File: config.mk
export PLATFORM = sky130hd
export DESIGN_NAME = tt_um_seq_divider
export DESIGN_NICKNAME = d
export VERILOG_FILES = /design/src/rtl/tt_um_seq_divider.sv
export SDC_FILE = /design/constraint.sdc
export NUM_CORES = 1
export LEC_CHECK = 0
export ABC_AREA = 1
export BUFFER_PORTS_ARGS = -buffer_cell sky130_fd_sc_hd__buf_2
export CAP_MARGIN = 10
export CORE_MARGIN = 1
export CORE_UTILIZATION = 41
export DETAILED_ROUTE_END_ITERATION = 16
export GPL_TIMING_DRIVEN = 0
export PLACE_DENSITY_LB_ADDON = 0.1
export SLEW_MARGIN = 20
export SYNTH_ARGS = -nofsm -noshare
export SYNTH_HDL_FRONTEND = slang
export SYNTH_SLANG_ARGS = --single-unit
File: constraint.sdc
create_clock -name clk -period 1.5 [get_ports clk]
set_input_delay 0.3 -clock clk [delete_from_list [all_inputs] [get_ports clk]]
set_output_delay 0.3 -clock clk [all_outputs]
set_load 0.005 [all_outputs]
File: src/rtl/tt_um_seq_divider.sv
// 4-bit unsigned restoring divider, one quotient bit per clock, MSB first.
// Optional macro DIVZERO_DETECT_EN: a zero divisor finishes in one edge and raises err.
module tt_um_seq_divider (
  input  logic       clk,
  input  logic       rst_n,
  input  logic       ena,
  input  logic [7:0] ui_in,
  output logic [7:0] uo_out,
  input  logic [7:0] uio_in,
  output logic [7:0] uio_out,
  output logic [7:0] uio_oe
);

  typedef enum logic [1:0] {
    IDLE = 2'd0,
    CALC = 2'd1,
    DONE = 2'd2
  } state_t;

  state_t     state, state_nx;
  logic [3:0] dvd, dvd_nx;
  logic [3:0] dvs, dvs_nx;
  logic [3:0] rem, rem_nx;
  logic [3:0] quo, quo_nx;
  logic [3:0] q, q_nx;
  logic [3:0] r, r_nx;
  logic [1:0] cnt, cnt_nx;
  logic [4:0] shifted;
  logic [3:0] diff;
  logic       qbit;
  logic       start;
  logic       err;
  logic       unused_bits;

  assign start       = uio_in[0];
  assign unused_bits = &{1'b0, ena, uio_in[7:1]};

`ifdef DIVZERO_DETECT_EN
  logic err_nx;

  // error flag register, only present with zero-divisor detection
  always_ff @(posedge clk) begin
    if (!rst_n) begin
      err <= 1'b0;
    end else begin
      err <= err_nx;
    end
  end
`else
  assign err = 1'b0;
`endif

  // next-state and datapath for one restoring step per CALC edge
  always_comb begin
    state_nx = state;
    dvd_nx   = dvd;
    dvs_nx   = dvs;
    rem_nx   = rem;
    quo_nx   = quo;
    q_nx     = q;
    r_nx     = r;
    cnt_nx   = cnt;
    qbit     = 1'b0;
`ifdef DIVZERO_DETECT_EN
    err_nx   = err;
`endif
    // the running remainder never exceeds 4 bits, so the shifted value fits in 5
    shifted  = {rem, dvd[3]};
    diff     = shifted[3:0] - dvs;
    case (state)
      IDLE, DONE: begin
        if (start) begin
          state_nx = CALC;
          dvd_nx   = ui_in[3:0];
          dvs_nx   = ui_in[7:4];
          rem_nx   = 4'd0;
          quo_nx   = 4'd0;
          cnt_nx   = 2'd0;
`ifdef DIVZERO_DETECT_EN
          err_nx   = 1'b0;
          if (ui_in[7:4] == 4'd0) begin
            state_nx = DONE;
            q_nx     = 4'hF;
            r_nx     = ui_in[3:0];
            err_nx   = 1'b1;
          end else begin
            err_nx   = 1'b0;
          end
`endif
        end else begin
          state_nx = state;
        end
      end
      CALC: begin
        dvd_nx = {dvd[2:0], 1'b0};
        if (shifted >= {1'b0, dvs}) begin
          rem_nx = diff;
          qbit   = 1'b1;
        end else begin
          rem_nx = shifted[3:0];
          qbit   = 1'b0;
        end
        quo_nx = {quo[2:0], qbit};
        cnt_nx = cnt + 2'd1;
        if (cnt == 2'd3) begin
          state_nx = DONE;
          q_nx     = quo_nx;
          r_nx     = rem_nx;
        end else begin
          state_nx = CALC;
        end
      end
      default: begin
        state_nx = IDLE;
      end
    endcase
  end

  // state and datapath registers with synchronous reset
  always_ff @(posedge clk) begin
    if (!rst_n) begin
      state <= IDLE;
      dvd   <= 4'd0;
      dvs   <= 4'd0;
      rem   <= 4'd0;
      quo   <= 4'd0;
      q     <= 4'd0;
      r     <= 4'd0;
      cnt   <= 2'd0;
    end else begin
      state <= state_nx;
      dvd   <= dvd_nx;
      dvs   <= dvs_nx;
      rem   <= rem_nx;
      quo   <= quo_nx;
      q     <= q_nx;
      r     <= r_nx;
      cnt   <= cnt_nx;
    end
  end

  assign uo_out  = {r, q};
  assign uio_out = {4'b0000, err, (state == DONE), (state == CALC), 1'b0};
  assign uio_oe  = 8'b0000_1110;

endmodule

==> results.sh <==
export IMPL_status="finished, final reports clean"
export IMPL_num_fill_cells=327
export IMPL_synth_adder_area_share_pct=5.89
export IMPL_reg2reg_depth=10
export IMPL_min_period_over_period_pct=99.5
export IMPL_syn_area_per_cell_um2=7.75
export IMPL_start_util_pct=44.5
export IMPL_vdd_ir_drop_max_mv=0.584
export IMPL_synth_cell_type_count=27
export IMPL_n_antenna_cell=0
export IMPL_grt_pass1_wl_um=4950
export IMPL_p_int_uw=1170
export IMPL_synth_compound_area_share_pct=15.1
export IMPL_grt_start_max_net_pins=16
export IMPL_syn2layout_area_growth_pct=27.0
export IMPL_remaining_drc_errors=0
export IMPL_cts_buffers=3
export IMPL_leakagePower_uw=0.000854
export IMPL_min_path_type="input port to register"
export IMPL_synth_top_family_by_area="simple AND/OR/NAND/NOR gates"
export IMPL_dp_hpwl_um=2170
export IMPL_combinationalPowerShare_pct=39.1
export IMPL_routed_wl_um=3060
export IMPL_synth_xor_area_share_pct=0.624
export IMPL_clock_power_share_pct=16.9
export IMPL_finalSetupViolations=0
export IMPL_switching_share_pct=36.0
export IMPL_multi_input_area_um2=777
export IMPL_clock_path_buffers=2
export IMPL_die_y_um=60.5
export IMPL_cts_sinks=27
export IMPL_drive_above_1_share_pct=41.9
export IMPL_ys_seq_elements=27
export IMPL_grtUsageTotal_pct=18.3
export IMPL_synth_mux_area_share_pct=0
export IMPL_drt_pass1_iter_count=4
export IMPL_synth_simple_area_share_pct=23.2
export IMPL_gp_congestion=0.781
export IMPL_critPathLaunchType="register"
export IMPL_synth_cells=181
export IMPL_hold_depth=3
export IMPL_ios=43
export IMPL_ys_seq_area_share_pct=38.5
export IMPL_hold_buffers=0
export IMPL_worst_pin_slew_ps=593
export IMPL_critPathKind="register to register"
export IMPL_fmax_mhz=670
export IMPL_fin_nets=248
export IMPL_cts_root_buf="clkbuf_4"
export IMPL_cts_tree="yes"
export IMPL_vias_per_cell=4.61
export IMPL_clk_latency_ps=320
export IMPL_ys_warn_count=0
export IMPL_synthesis_area_um2=1400
export IMPL_io_buffers=20
export IMPL_end_kind="register"
export IMPL_maxCapViolCount=0
export IMPL_die_w_um=60.5
export IMPL_path_clk_slew_ps=140
export IMPL_dpl_cell_area_um2=1600
export IMPL_power_frac_seq_pct=44.0
export IMPL_total_power_uw=1830
export IMPL_rows=20
export IMPL_core_area_um2=3150
export IMPL_grt_setup_unrepaired="true"
export IMPL_worst_endpoint_arrival_ps=1730
export IMPL_timing_final_crit_period_ps=1490
export IMPL_antenna_found_initial=0
export IMPL_grt_overflow=0
export IMPL_maxSlewViolCount=0
export IMPL_fin_skew_ps=7.43
export IMPL_via_count=1225
export IMPL_cts_htree_levels=1
export IMPL_critPathMaxFanout=5
export IMPL_grt_pass1_vias=1088
export IMPL_final_area_um2=1780
export IMPL_antenna_left=0
export IMPL_dieArea_um2=3660
export IMPL_drt_initial_drc_count=33
export IMPL_register_area_um2=554
export IMPL_wl_per_cell_um=11.5
export IMPL_hold_viol=0
export IMPL_p_switching_uw=658
export IMPL_relSlewSlack_pct=60.4
export IMPL_worstPathRequired_ps=1730
export IMPL_cellPowerDensity_nw_per_um2=1020
metrics by stage:
| step | utilization [%] | setup slack, ps | setup TNS, ps | cells | hold WS [ps] |
|---|---|---|---|---|---|
| floorplan | - | 30.4 | 0 | 193 | 429 |
| global placement | 50.8 | -84.4 | -260 | 257 | 448 |
| detailed placement | 50.8 | -113 | -476 | 257 | 457 |
| CTS | 54.7 | 4.13 | 0 | 263 | 205 |
| global route | 56.5 | -88.0 | -338 | 266 | 219 |
| finish | 56.5 | 7.53 | 0 | 266 | 202 |
layout make-up:
cell class / count / share of cell area [%]
Clock buffer: 3 / 1.26
Clock inverter: 1 / 0.281
Tap cell: 44 / 3.09
Timing Repair Buffer: 25 / 7.72
Multi-Input combinational cell: 124 / 43.6
Buffer: 20 / 8.29
Sequential cell: 27 / 31.1
Inverter: 22 / 4.63
registers in the layout, indices dropped and copies added, names as in the netlist:
name and flops:
dvd 4, dvs 4, q 4, r 4
rem 4, quo 3, cnt 2, state 2
cells in the final DEF (no fill, tap or decap), types with 3 or more instances in the layout:
cell type / count
clkbuf_4: 3
nand2_1: 32
dfxtp_1: 20
inv_1: 11
nand2_4: 4
o21ai_0: 9
o21a_1: 3
nor2_1: 8
buf_4: 21
inv_2: 11
ha_4: 3
buf_2: 21
conb_1: 14
nand2_2: 9
a21oi_1: 12
dfxtp_2: 5
nand3_1: 5
nor3_1: 3
a21oi_2: 4
what timing repair did:
item,4_1_cts,5_1_grt
resized for setup,18,15
endpoints found under the setup margin,11,9
cloned,0,0
buffers inserted,2,3
pin swaps,8,9
synthesized netlist by cell type (all sizes together):
master	n	area (µm²)
o21bai	2	15.0
fa	1	20.0
nand3b	2	15.0
o21a	3	22.5
ha	5	62.6
nand3	7	35.0
clkinv	1	3.75
inv	21	78.8
o221ai	2	17.5
a211oi	2	15.0
nand2	46	218
nor3	3	15.0
buf	18	136
a21oi	17	96.4
xnor2	1	8.76
nor2	10	42.5
dfxtp	27	541
clkbuf	2	7.51
o21ai	9	45.0
conb	2	7.51
worst max-delay path, stage by stage (launching register included):
cell and delay, ps:
dfxtp_2 350, inv_2 50, ha_4 260, a21oi_4 150
nand2_2 80, nand2_4 100, nand2_8 80, nand2_4 90
nand2_4 50, o21bai_1 140, inv_1 50
power by group through the flow:
stage                     Clock (µW)  Sequential [µW]  Combinational, µW
after floorplan                    0              799                444
after global placement             0              806                535
after detailed placement           0              807                550
after CTS                        323              803                630
after global routing             349              807                782
final                            309              803                713
path summary, 6_finish.rpt:
kind | start | end | slack [ps]
worst min register to register | q[1]$_SDFFE_PN0P_ | q[1]$_SDFFE_PN0P_ | 470
worst max-delay path | dvs[2]$_SDFFE_PN0P_ | r[3]$_SDFFE_PN0P_ | 8
worst max register to register | dvs[2]$_SDFFE_PN0P_ | r[3]$_SDFFE_PN0P_ | 8
worst min-delay path | ui_in[1] | dvd[1]$_SDFFE_PN0P_ | 200
logic make-up after synthesis:
family / after synthesis
adders and majority gates: 6
DFF: 27
other: 2
and+or+nand+nor: 68
xor gates and xnor gates: 1
buffers and inverters: 42
AOI/OAI and AO/OA: 35
metal layers:
metal,share of wire [%],wire length [µm],up-vias,track usage [%]
met1,43,1330,551,22.5
met2,49,1520,41,32.0
met4,0.49,15,0,4.22
met3,6.6,201,2,4.90
li1,-,-,631,-
met5,0,0,-,0
(Power assumes the default switching activity.)
